`config.mk`:
```
export PLATFORM = sky130hd
export DESIGN_NAME = tiny1_mmio_hub
export DESIGN_NICKNAME = d
export VERILOG_FILES = /design/src/rtl/tiny1_mmio_hub.sv
export SDC_FILE = /design/constraint.sdc
export NUM_CORES = 1
export LEC_CHECK = 0
export CAP_MARGIN = 20
export CORE_MARGIN = 3
export CORE_UTILIZATION = 50
export CTS_CLUSTER_DIAMETER = 100
export DETAILED_ROUTE_END_ITERATION = 10
export DONT_BUFFER_PORTS = 1
export MAX_ROUTING_LAYER = met4
export PLACE_DENSITY = 0.74
export SYNTH_ARGS = -nofsm -noshare
export SYNTH_HDL_FRONTEND = slang
export SYNTH_SLANG_ARGS = --single-unit
```
`constraint.sdc`:
```
create_clock -name clk -period 3.4 [get_ports clk]
set_clock_uncertainty 0.1 [all_clocks]
set_input_delay 0.51 -clock clk [delete_from_list [all_inputs] [get_ports clk]]
set_output_delay 0.51 -clock clk [all_outputs]
set_load 0.01 [all_outputs]
```
`src/rtl/tiny1_mmio_hub.sv`:
```
// rtl/tiny1_mmio_hub.sv - mmap hub: NCH buffered byte-UART channels, GPIO register, level IRQ
module tiny1_mmio_hub #(
  parameter int NCH      = 2,
  parameter int RX_DEPTH = 16,
  parameter int TX_DEPTH = 16,
  parameter int GPIO_W   = 8
) (
  input  logic              clk,
  input  logic              rst,
  input  logic              sel,
  input  logic [10:0]       addr,
  input  logic [15:0]       wdata,
  input  logic              wr,
  input  logic              rd,
  output logic [15:0]       rdata,
  input  logic [8*NCH-1:0]  uart_din,
  input  logic [NCH-1:0]    uart_valid,
  input  logic [NCH-1:0]    uart_ready,
  output logic [NCH-1:0]    uart_rd,
  output logic [NCH-1:0]    uart_wr,
  output logic [8*NCH-1:0]  uart_out,
  output logic [GPIO_W-1:0] gpio,
  output logic              irq
);
  localparam int RAW = $clog2(RX_DEPTH);
  localparam int TAW = $clog2(TX_DEPTH);

  localparam logic [2:0] OFF_STATUS = 3'd0;
  localparam logic [2:0] OFF_RXDATA = 3'd1;
  localparam logic [2:0] OFF_TXDATA = 3'd2;
  localparam logic [2:0] OFF_IRQEN  = 3'd3;
  localparam logic [2:0] OFF_COUNT  = 3'd4;

  typedef enum logic {RX_IDLE, RX_HOLD} rx_state_t;
  typedef enum logic {TX_IDLE, TX_WAIT} tx_state_t;

  logic [2:0]     off;
  logic           rd_acc;
  logic           wr_acc;
  logic           gpio_hit;
  logic           pend_hit;
  logic [15:0]    rd_val;
  logic [15:0]    ch_val [NCH];
  logic [NCH-1:0] pending;
  logic           unused_bits;

  assign off         = addr[3:1];
  assign rd_acc      = sel & rd;
  assign wr_acc      = sel & wr;
  assign gpio_hit    = (addr[10:1] == 10'h3F8);
  assign pend_hit    = (addr[10:1] == 10'h3F9);
  assign unused_bits = ^{addr[0], wdata[15:8]};

  genvar c;
  generate
    for (c = 0; c < NCH; c++) begin : g_ch
      logic [7:0]   rx_mem [RX_DEPTH];
      logic [7:0]   tx_mem [TX_DEPTH];
      logic [RAW:0] rx_wp, rx_rp, rx_lvl;
      logic [TAW:0] tx_wp, tx_rp, tx_lvl;
      logic         hit, rx_empty, rx_full, tx_fifo_empty, tx_full;
      logic         rx_take, rx_push, rx_pop, tx_push, tx_pop, ovf_clr;
      logic         rx_ovf, tx_empty, rd_pulse, wr_pulse;
      logic [1:0]   irq_en;
      logic [7:0]   out_byte;
      rx_state_t    rx_st;
      tx_state_t    tx_st;

      assign hit           = (addr[10:4] == 7'(c));
      assign rx_lvl        = rx_wp - rx_rp;
      assign tx_lvl        = tx_wp - tx_rp;
      assign rx_empty      = (rx_wp == rx_rp);
      assign tx_fifo_empty = (tx_wp == tx_rp);
      assign rx_full       = (rx_wp[RAW] != rx_rp[RAW]) && (rx_wp[RAW-1:0] == rx_rp[RAW-1:0]);
      assign tx_full       = (tx_wp[TAW] != tx_rp[TAW]) && (tx_wp[TAW-1:0] == tx_rp[TAW-1:0]);
      assign tx_empty      = tx_fifo_empty && (tx_st == TX_IDLE);

      assign rx_take = (rx_st == RX_IDLE) && uart_valid[c];
      assign rx_push = rx_take && !rx_full;
      assign rx_pop  = rd_acc && hit && (off == OFF_RXDATA) && !rx_empty;
      assign tx_push = wr_acc && hit && (off == OFF_TXDATA) && !tx_full;
      assign tx_pop  = (tx_st == TX_IDLE) && !tx_fifo_empty && uart_ready[c];
      assign ovf_clr = wr_acc && hit && (off == OFF_STATUS) && wdata[2];

      assign pending[c]        = (!rx_empty && irq_en[0]) || (tx_empty && irq_en[1]);
      assign uart_rd[c]        = rd_pulse;
      assign uart_wr[c]        = wr_pulse;
      assign uart_out[8*c +: 8] = out_byte;

      assign ch_val[c] = (off == OFF_STATUS) ? {12'd0, tx_empty, rx_ovf, !tx_full, !rx_empty} :
                         (off == OFF_RXDATA) ? (rx_empty ? 16'd0 : {8'd0, rx_mem[rx_rp[RAW-1:0]]}) :
                         (off == OFF_IRQEN)  ? {14'd0, irq_en} :
                         (off == OFF_COUNT)  ? {8'(rx_lvl), 8'(tx_lvl)} : 16'd0;

      // FIFO storage; contents need no reset because the pointers define validity
      always_ff @(posedge clk) begin
        if (rx_push) rx_mem[rx_wp[RAW-1:0]] <= uart_din[8*c +: 8];
        if (tx_push) tx_mem[tx_wp[TAW-1:0]] <= wdata[7:0];
      end

      // pointers, flags and the RX/TX handshake FSMs with registered pulse outputs
      always_ff @(posedge clk or negedge rst) begin
        if (!rst) begin
          rx_wp    <= '0;
          rx_rp    <= '0;
          tx_wp    <= '0;
          tx_rp    <= '0;
          rx_ovf   <= 1'b0;
          irq_en   <= 2'b00;
          rd_pulse <= 1'b0;
          wr_pulse <= 1'b0;
          out_byte <= 8'd0;
          rx_st    <= RX_IDLE;
          tx_st    <= TX_IDLE;
        end else begin
          if (rx_push) rx_wp <= rx_wp + 1'b1;
          if (rx_pop)  rx_rp <= rx_rp + 1'b1;
          if (tx_push) tx_wp <= tx_wp + 1'b1;
          if (tx_pop)  tx_rp <= tx_rp + 1'b1;
          if (wr_acc && hit && (off == OFF_IRQEN)) irq_en <= wdata[1:0];
          if (ovf_clr) rx_ovf <= 1'b0;
          if (rx_take && rx_full) rx_ovf <= 1'b1;

          case (rx_st)
            RX_IDLE: begin
              rd_pulse <= uart_valid[c];
              if (uart_valid[c]) rx_st <= RX_HOLD;
            end
            default: begin
              rd_pulse <= 1'b0;
              rx_st    <= RX_IDLE;
            end
          endcase

          case (tx_st)
            TX_IDLE: begin
              wr_pulse <= tx_pop;
              if (tx_pop) begin
                out_byte <= tx_mem[tx_rp[TAW-1:0]];
                tx_st    <= TX_WAIT;
              end
            end
            default: begin
              wr_pulse <= 1'b0;
              tx_st    <= TX_IDLE;
            end
          endcase
        end
      end
    end
  endgenerate

  // read mux: channel registers, then the two global registers
  always_comb begin
    rd_val = 16'd0;
    for (int i = 0; i < NCH; i++) begin
      if (addr[10:4] == 7'(i)) rd_val = ch_val[i];
    end
    if (gpio_hit)      rd_val = 16'(gpio);
    else if (pend_hit) rd_val = 16'(pending);
  end

  // registered read data, GPIO register and interrupt line
  always_ff @(posedge clk or negedge rst) begin
    if (!rst) begin
      rdata <= 16'd0;
      gpio  <= '0;
      irq   <= 1'b0;
    end else begin
      if (rd_acc) rdata <= rd_val;
      if (wr_acc && gpio_hit) gpio <= wdata[GPIO_W-1:0];
      irq <= |pending;
    end
  end
endmodule

```
Yosys cells after proc, flatten, opt, wreduce, memory -nomap -nowiden
Memories as Yosys holds them, arrays and structs flattened. A register that Yosys moved wholly into a read port is not among the register bits.
Index checks and enable logic that the tools add are counted.
Widths: inputs -> output; s select.
- bits of input ports: 52
- word-level logic and storage cells: 160
- bits in registers: 79
- RAM bits: 512
- output and inout port bits: 45
- memories: 4
- memories (memory ; words ; width ; rd ports ; clocked after Yosys merged registers in ; wr ports ; RTL line ; source):
    g_ch[0].rx_mem ; 16 ; 8 ; 1 ; 0 ; 1 ; 57 ; logic [7:0] rx_mem [RX_DEPTH];
    g_ch[0].tx_mem ; 16 ; 8 ; 1 ; 1 ; 1 ; 58 ; logic [7:0] tx_mem [TX_DEPTH];
    g_ch[1].rx_mem ; 16 ; 8 ; 1 ; 0 ; 1 ; 57 ;
    g_ch[1].tx_mem ; 16 ; 8 ; 1 ; 1 ; 1 ; 58 ;
- multiplexer cells: 38
- reduce and logical (&&, ||, !) cells: 58
- add/sub/neg operators: 12
- eq/ne operators: 19
- bitwise gates (word level): 6
- operator list (operator ; count):
    $mux 13 ; 9
    $mux 16 ; 3
    $add 5x1->5 const B ; 8
    $logic_and 1x1->1 ; 39
    $mux 1 ; 24
    $eq 10x10->1 const B ; 2
    $eq 5x5->1 ; 4
    $sub 5x5->5 ; 4
    $eq 4x4->1 ; 4
    $mux 8 ; 2
    $logic_not 1->1 ; 10
    $eq 7x1->1 const B ; 1
    $logic_not 7->1 ; 1
    $eq 3x2->1 const B ; 2
    $ne 1x1->1 ; 4
    $not 1->1 ; 4
    $reduce_and 2->1 ; 2
    $reduce_bool 2->1 ; 2
    $eq 3x1->1 const B ; 1
    $eq 3x3->1 const B ; 1
    $logic_not 3->1 ; 1
    $and 1x1->1 ; 2
    $logic_or 1x1->1 ; 2
    $reduce_or 2->1 ; 1

Logic depth before layout (Yosys ltp)
Gate-level depths: netlist of run 1.
- depth after elaboration: 9
- gate-level depth with buffers: 11
- gate-level depth less buffers: 10

Least setup slack after synthesis of run 1
OpenSTA, ideal clock, no wires.
- kind: register to register
- from: reg g_ch[0].tx_rp[1]
- to: mem g_ch[0].tx_mem[5][0], enable pin
- buffers on the path: 2
- clock period less this slack: 3.339 ns
- arrival: 2.855 ns
- slack: 0.061 ns
- required time: 2.917 ns
- library setup time: 0.383 ns
- stages on the path, launching flop included: 9
- cell sequence: dfrtp_1 > clkbuf_1 > buf_1 > inv_1 > ha_1 > and4_1 > a2111oi_4 > nand2_1 > nor3_1
- longest elaborated chain between the ends: 6
- RTL lines (item ; RTL line ; source):
    start, declared ; 60 ; logic [TAW:0] tx_wp, tx_rp, tx_lvl;
    start signal, assigned ; 119 ; if (tx_pop) tx_rp <= tx_rp + 1'b1;
    $eq 4x4->1 ; 75 ; assign tx_full = (tx_wp[TAW] != tx_rp[TAW]) && (tx_wp[TAW-1:0] == tx_rp[TAW-1:0]);
    $logic_and 1x1->1 ; 75 ;
    $logic_not 1->1 ; 81 ; assign tx_push = wr_acc && hit && (off == OFF_TXDATA) && !tx_full;
    $logic_and 1x1->1 ; 81 ;
    $mux 1 ; 98 ; if (tx_push) tx_mem[tx_wp[TAW-1:0]] <= wdata[7:0];
    $mux 1 (not written as such) ; 98 ;
    end, declared ; 58 ;
Every way passes these cells.

Final worst setup path of run 1
- from: reg g_ch[1].tx_rp[3]
- to: mem g_ch[1].tx_mem[0][5], enable pin
- longest elaborated chain between the ends: 6
- RTL lines (item ; RTL line):
    start, declared ; 60
    start signal, assigned ; 119
    $eq 4x4->1 ; 75
    $logic_and 1x1->1 ; 75
    $logic_not 1->1 ; 81
    $logic_and 1x1->1 ; 81
    $mux 1 ; 98
    $mux 1 (not written as such) ; 98
    end, declared ; 58
Every way passes these cells.

==> reports/summary.log, run 1 <==
INFO  detailed_routing route.detailed.wl_per_inst=24.7microns
INFO  detailed_routing detail_route.first_pass.iterations=5
INFO  finish         final_layout_size_suffix_gt1_share=22.9%
INFO  sta            max_clock_freq=341MHz
INFO  critical_path  critical_path.startpoint_type=flop
INFO  clocking       numCtsBuffers=58
INFO  critical_path  reg_to_reg_setup_timing_slack=470ps
INFO  power          pwrdens=659nW/um^2
INFO  sta            min_period_over_period=86.3%
INFO  power          power_switching=4.90mW
INFO  critical_path  crit_start=g_ch[1].tx_rp[3]
INFO  yosys          synth.area.top_cells=sky130_fd_sc_hd__edfxtp_1 (62%), sky130_fd_sc_hd__mux4_2 (12%), sky130_fd_sc_hd__dfrtp_1 (8.9%)
INFO  hold_path      hold_path_end=g_ch[1].rd_pulse
INFO  detailed_routing final_antenna_net_count=0
INFO  critical_path  critical_path.slowest_cell=sky130_fd_sc_hd__and2_1
INFO  critical_path  r2r-start=g_ch[1].tx_rp[3]
INFO  power          cellInternalPower=13.6mW
INFO  clocking       clk_latency=620ps
INFO  critical_path  r2r-end=g_ch[1].tx_mem[0][5]
INFO  sta            setup_viol_count_final=0
INFO  critical_path  crit_path_cell_trace=inv_2, ha_1, nand4_1, nand2b_1, nor4b_4, nor3b_2, and2_1
INFO  status         run_status=completed
INFO  clocking       cts.root.buffer_cell=sky130_fd_sc_hd__clkbuf_16
INFO  hold_path      timing.hold.worst_path_depth=2
INFO  sta            totalNegativeSetupSlack=0ps
INFO  yosys          synth_edf_count=512
INFO  critical_path  arrival=3090ps
INFO  power          peak_supply_drop=0.000488V
INFO  yosys          postSynth.topFlopCell=sky130_fd_sc_hd__edfxtp_1
INFO  detailed_routing route.final.wire_length=54200microns
INFO  power          power_frac_clock=33.9%
INFO  clocking       cts_num_sinks=600
INFO  grt            grt_pass1_wl=83900microns
INFO  floorplan      fp.dieW=229microns
INFO  sta            slew_headroom=52.4%
INFO  yosys          synth.top_cell.area_share=62.0%
INFO  floorplan      die_height=229microns
INFO  yosys          post_synth_inst_count=1383
INFO  power          power_share_of_the_combinational_group=18.7%
INFO  floorplan      initial_utilization=51.3%
INFO  critical_path  cpPeakStageDelay=460ps
INFO  floorplan      fp.coreArea=48300squm
INFO  detailed_routing drcViolationCount=0
INFO  critical_path  timing.critical_path.required=3550ps
INFO  place          port_buffers=0
INFO  yosys          async_set_or_reset_register_ratio_after_synthesis=14.7%
INFO  power          power_switching_share=26.4%
INFO  sta            maxSlewViolCount=0
INFO  yosys          synth_top_cells_by_count=sky130_fd_sc_hd__edfxtp_1 (512), sky130_fd_sc_hd__mux4_2 (131), sky130_fd_sc_hd__nand2_1 (110), sky130_fd_sc_hd__dfrtp_1 (88), sky130_fd_sc_hd__nor2_1 (54)
INFO  yosys          synth.ff_latch_count=600
INFO  critical_path  worst-setup-path-type=reg -> reg
INFO  clocking       ctsHoldBuffers=27
INFO  detailed_routing detailedRoute.firstIterationViolations=1302
INFO  hold_path      hold_path.class=in -> reg
INFO  clocking       postCtsSetupRepairBufs=0
INFO  clocking       clk_pin_slew_worst_paths=60ps
INFO  yosys          synth_warnings=0
INFO  place          finalWeightedCongestion=0.877
INFO  detailed_routing vias_per_cell=5.95
INFO  finish         finalNetCount=1574
INFO  place          post-dp-hpwl=34800microns
INFO  yosys          ys_seq_area_share=70.9%
INFO  grt            overall_global_routing_resource_usage=21.8%
INFO  floorplan      boundaryPins=97
INFO  finish         postLayoutCellArea=28100squm
INFO  finish         syn_to_final_growth=13.4%
INFO  power          power_leakage=9.83nW
INFO  critical_path  critical_path_peak_fanout=9
INFO  yosys          post_synth_num_cell_types=69
INFO  run            max_cap_violations=0
INFO  sta            tightestPinTransition=714ps
INFO  yosys          yosys.area.top_type=sky130_fd_sc_hd__edfxtp_1
INFO  critical_path  worst_r2r_path_depth=7
INFO  grt            grt_start_max_net_pins=89
INFO  place          placed_cell_area=25900squm
INFO  sta            rsz0062_at_grt=no
INFO  sta            worst_hold_slack=22.3ps
INFO  clocking       htreeDepth=2
INFO  sta            period_needed=2930ps
INFO  floorplan      num_rows=80
INFO  clocking       cts_tree=done
INFO  yosys          post_synth_instance_area=24800squm
INFO  sta            final-hold-violation-count=0
INFO  floorplan      fp.dieArea=52300squm
INFO  grt            globalRoute.totalOverflow=0
INFO  finish         final.fill_count=3566
INFO  yosys          syn_avg_cell_area=17.9squm
INFO  finish         postLayoutCoreUtil=58.2%
INFO  clocking       cts_max_path_buffers=3
INFO  clocking       ctsResizeCount=0
INFO  detailed_routing vias=13000
INFO  power          power.share.sequential=47.4%
INFO  critical_path  endpoint_kind=flop
INFO  hold_path      min-delay-start=uart_valid[1]
INFO  grt            first_global_vias=13300
INFO  yosys          synth_most_common_cell=sky130_fd_sc_hd__edfxtp_1
INFO  grt            antenna_found_initial=2
## power groups by stage
stage	sequential (mW)	combinational, mW	clock, mW
finish	8.79	3.47	6.28
global route	8.83	3.78	6.68
CTS	8.79	3.52	6.38
detailed placement	8.95	3.33	0
global placement	8.92	3.27	0
floorplan	8.80	2.56	0
## cell usage in the layout, fill, tap and decap left out, drive strengths merged, types with 4 or more instances in the layout
| cell type | n |
|---|---|
| nand2 | 110 |
| xnor2 | 35 |
| dlygate4sd3 | 18 |
| nand3 | 20 |
| o21ai | 23 |
| nor3 | 28 |
| a21o | 7 |
| a211oi | 4 |
| o22ai | 6 |
| fa | 4 |
| nand4 | 19 |
| buf | 84 |
| and2 | 20 |
| and4 | 5 |
| and3 | 5 |
| clkinvlp | 5 |
| edfxtp | 512 |
| nand2b | 8 |
| clkinv | 23 |
| xor2 | 13 |
| nor2b | 4 |
| dfrtp | 88 |
| a2111oi | 4 |
| o31ai | 4 |
| a22oi | 8 |
| a21oi | 25 |
| mux2 | 24 |
| inv | 43 |
| nor2 | 58 |
| mux4 | 135 |
| ha | 36 |
| clkbuf | 79 |
| mux2i | 23 |
| a22o | 6 |
| a31oi | 6 |
## worst max path at each step
stage	to	slack, ps	cells after the start
floorplan	g_ch[0].tx_mem[5][0]	60	8
global placement	g_ch[0].tx_rp[4]	260	6
detailed placement	g_ch[1].tx_mem[0][3]	490	5
CTS	g_ch[1].tx_mem[1][5]	460	7
global route	g_ch[1].tx_mem[3][2]	290	7
finish	g_ch[1].tx_mem[0][5]	470	7
## metal layers
layer	track usage [%]	vias to the layer above	share of wire (%)
met3	4.61	95	8.6
met2	32.6	506	47
met5	-	-	0
met4	5.72	0	2.2
li1	-	5656	-
met1	31.0	6770	42
## cells by family (layout without fill, tap and decap cells)
family | after synthesis | in the layout | synth area share, %
flip-flops | 600 | 600 | 70.9
AND/OR/NAND/NOR | 297 | 297 | 6.06
multiplexers | 182 | 182 | 14.3
buffers and inverters | 108 | 255 | 1.96
AO/OA/AOI/OAI | 107 | 107 | 2.94
XOR/XNOR | 48 | 48 | 1.69
adder cells (fa/ha/maj) | 40 | 40 | 2.14
other | 1 | 5 | 0.0151
## layout make-up
| cell class | instances | area, sq um | share of cell area, % |
|---|---|---|---|
| well taps | 656 | 821 | 2.92 |
| multi-input cells | 677 | 6750 | 24.0 |
| clock buffers | 79 | 1630 | 5.81 |
| flip-flops and latches | 600 | 17600 | 62.5 |
| repair buffers | 102 | 943 | 3.35 |
| diodes | 2 | 5.00 | 0.0178 |
| clock inverters | 31 | 229 | 0.814 |
| inverters | 43 | 161 | 0.574 |
## per-stage QoR
stage | worst slack, ps | power [mW] | std cells
after CTS | 456 | 18.7 | 2188
after global routing | 288 | 19.3 | 2190
final | 467 | 18.5 | 2190
after floorplan | 61.1 | 11.4 | 1385
after global placement | 258 | 12.2 | 2050
after detailed placement | 491 | 12.3 | 2051
## worst max-delay path: cells and delay by family (launching register included)
| family | cells | cell delay (ps) |
|---|---|---|
| AND/OR/NAND/NOR | 5 | 1450 |
| flip-flops | 1 | 410 |
| adder cells (fa/ha/maj) | 1 | 340 |
| buffers and inverters | 1 | 280 |
## flip-flops by register name, summed over array words and instances, names as in the netlist
register	flops
g_ch.out_byte	16
rdata	13
g_ch.tx_mem	256
g_ch.rx_ovf	2
g_ch.tx_rp	10
g_ch.irq_en	4
g_ch.rx_rp	10
gpio	8
g_ch.rx_mem	256
g_ch.tx_st	2
g_ch.tx_wp	10
irq	1
g_ch.rx_wp	10
g_ch.rd_pulse	2
Note: power is estimated with default switching activity, not from simulation.
==> inputs of run 2 (changes only) <==
CORE_MARGIN = 5   (was 3)
CORE_UTILIZATION = 57   (was 50)
PLACE_DENSITY = 0.81   (was 0.74)
==> run 2 against run 1 <==
Sequential cell count unchanged. Sequential power about the same. Largest power group unchanged. Highest routed layer unchanged. Global-route usage increased by 2.4 points. Cell count decreased by 3.4%. Critical path depth decreased by 2. Total power increased by 3.5%. Via count increased by 0.21%. Combinational power about the same. Die area decreased by 8.7%.
==> reports/summary.log, run 2 (synthesis gave the netlist of run 1 again) <==
INFO  floorplan      num_rows=76 [-5.0%]
INFO  floorplan      fp.coreArea=43100squm [-11%]
INFO  grt            first_global_vias=13400 [+0.96%]
INFO  hold_path      hold_path.class=in -> reg
INFO  critical_path  critical_path.slowest_cell=sky130_fd_sc_hd__a2111oi_4
INFO  clocking       cts_max_path_buffers=3 [unchanged]
INFO  grt            grt_start_max_net_pins=89 [unchanged]
INFO  sta            period_needed=3150ps [+214 ps]
INFO  power          total_power=19.2mW [+3.5%]
INFO  floorplan      boundaryPins=97 [unchanged]
INFO  clocking       numCtsBuffers=58 [unchanged]
INFO  detailed_routing vias=13100 [+0.21%]
INFO  finish         mostFrequentLayoutCells=sky130_fd_sc_hd__edfxtp_1 (512), sky130_fd_sc_hd__mux4_2 (131), sky130_fd_sc_hd__nand2_1 (110)
INFO  hold_path      timing.hold.worst_path_depth=2 [unchanged]
INFO  clocking       clk_latency=600ps [-20 ps]
INFO  clocking       ctsHoldBuffers=26 [-3.7%]
INFO  sta            final-hold-violation-count=0 [unchanged]
INFO  clocking       cts_tree=done
INFO  finish         final_layout_size_suffix_gt1_share=23.4% [+0.52 points]
INFO  clocking       cts.root.buffer_cell=sky130_fd_sc_hd__clkbuf_16
INFO  place          placed_cell_area=25800squm [-0.43%]
INFO  critical_path  reg_to_reg_setup_timing_slack=250ps [-210 ps]
INFO  sta            totalNegativeSetupSlack=0ps [unchanged]
INFO  place          port_buffers=0 [unchanged]
INFO  sta            post-route-worst-setup-slack=253ps [-214 ps]
INFO  clocking       cts_num_sinks=600 [unchanged]
INFO  hold_path      hold_path_end=g_ch[1].tx_wp[0]
INFO  run            max_cap_violations=0 [unchanged]
INFO  finish         finish.cell_count_without_fillers=2115 [-3.4%]
INFO  status         run_status=completed
INFO  critical_path  r2r-start=g_ch[0].tx_wp[3]
INFO  clocking       clk_pin_slew_worst_paths=60ps [about the same]
INFO  detailed_routing route.final.wire_length=55200microns [+1.9%]
INFO  sta            worst_hold_slack=44.1ps [+21.8 ps]
INFO  sta            tightestPinTransition=981ps [+266 ps]
INFO  detailed_routing detailedRoute.firstIterationViolations=1333 [+2.4%]
INFO  sta            rsz0062_at_grt=no
INFO  sta            setup_viol_count_final=0 [unchanged]
INFO  critical_path  timing.critical_path.required=3550ps [about the same]
INFO  finish         postLayoutCellArea=28200squm [+0.36%]
INFO  finish         final_common_cell=sky130_fd_sc_hd__edfxtp_1
INFO  detailed_routing detail_route.first_pass.iterations=6 [+1]
INFO  detailed_routing vias_per_cell=6.17 [+3.8%]
INFO  critical_path  endpoint_kind=flop
INFO  grt            overall_global_routing_resource_usage=24.2% [+2.4 points]
INFO  critical_path  critical_path_peak_fanout=9 [unchanged]
INFO  finish         postLayoutCoreUtil=65.5% [+7.4 points]
INFO  clocking       htreeDepth=2 [unchanged]
INFO  place          post-dp-hpwl=34100microns [-2.0%]
INFO  clocking       ctsResizeCount=0 [unchanged]
INFO  power          peak_supply_drop=0.000531V [+8.7%]
INFO  hold_path      min-delay-start=addr[1]
INFO  sta            slew_headroom=34.2% [-18 points]
INFO  floorplan      fp.dieW=219microns [-4.4%]
INFO  detailed_routing route.detailed.wl_per_inst=26.1microns [+5.5%]
INFO  critical_path  worst_r2r_path_depth=5 [-2]
INFO  sta            maxSlewViolCount=0 [unchanged]
INFO  place          post-place-ws=306ps [-184 ps]
INFO  power          power_leakage=9.92nW [+0.96%]
INFO  sta            max_clock_freq=318MHz [-6.8%]
INFO  critical_path  worst-setup-path-type=reg -> reg
INFO  critical_path  cpPeakStageDelay=650ps [+190 ps]
INFO  critical_path  r2r-end=g_ch[0].tx_mem[1][7]
INFO  floorplan      initial_utilization=57.6% [+6.3 points]
INFO  grt            antenna_found_initial=1 [-1]
INFO  critical_path  critical_path.startpoint_type=flop
INFO  place          finalWeightedCongestion=0.891 [+1.6%]
INFO  sta            min_period_over_period=92.6% [+6.3 points]
INFO  critical_path  crit_path_cell_trace=ha_1, and4_1, a2111oi_4, nor3b_2, and2_1
INFO  finish         syn_to_final_growth=13.8%
INFO  grt            grt_pass1_wl=83900microns [about the same]
INFO  grt            globalRoute.totalOverflow=0 [unchanged]
INFO  floorplan      fp.dieArea=47800squm [-8.7%]
INFO  power          pwrdens=680nW/um^2 [+3.1%]
INFO  critical_path  arrival=3290ps [+200 ps]
INFO  place          placedCellCount=1977 [-3.6%]
INFO  detailed_routing final_antenna_net_count=0 [unchanged]
INFO  floorplan      die_height=219microns [-4.4%]
INFO  clocking       postCtsSetupRepairBufs=0 [unchanged]
INFO  finish         finalNetCount=1570 [-0.25%]
INFO  detailed_routing drcViolationCount=0 [unchanged]
[run 2: power breakdown]
part	internal, mW	switching, mW
registers	8.44	0.348
logic	1.62	1.84
clock network	4.21	2.72
total	14.3	4.91
[run 2: how the worst max path moves through the flow]
stage                     depth (start not counted)                   end             start  slack (ps)
final                                             5  g_ch[0].tx_mem[1][7]  g_ch[0].tx_wp[3]         250
after global routing                              5  g_ch[0].tx_mem[1][0]  g_ch[0].tx_wp[3]         110
after CTS                                         5  g_ch[0].tx_mem[0][7]  g_ch[0].tx_wp[3]         260
after detailed placement                          5  g_ch[0].tx_mem[1][4]           addr[9]         310
after global placement                            5  g_ch[0].tx_mem[1][4]           addr[9]         400
after floorplan                                   8  g_ch[0].tx_mem[5][0]  g_ch[0].tx_rp[1]          60
[run 2: area by class of cell]
type / count / area (sq um)
well taps: 585 / 732
inverters: 43 / 161
diodes: 2 / 5.00
clock inverters: 37 / 465
flip-flops and latches: 600 / 17600
multi-input cells: 677 / 6750
repair buffers: 98 / 911
clock buffers: 73 / 1620
fillers: 2777 / 14800
[run 2: worst max-delay path: cells and delay by family (launching register included)]
family	cells	cell delay [ps]
and+or+nand+nor	3	1120
AOI/OAI and AO/OA	1	650
DFF	1	500
adders and majority gates	1	410
[run 2: metal layers]
metal  global-route usage (%)  vias up  wire [microns]
met2                     39.3      610           27900
li1                         -     5637               -
met5                        -        -               0
met4                     6.15        0            1250
met1                     32.1     6722           21300
met3                     5.10       86            4710
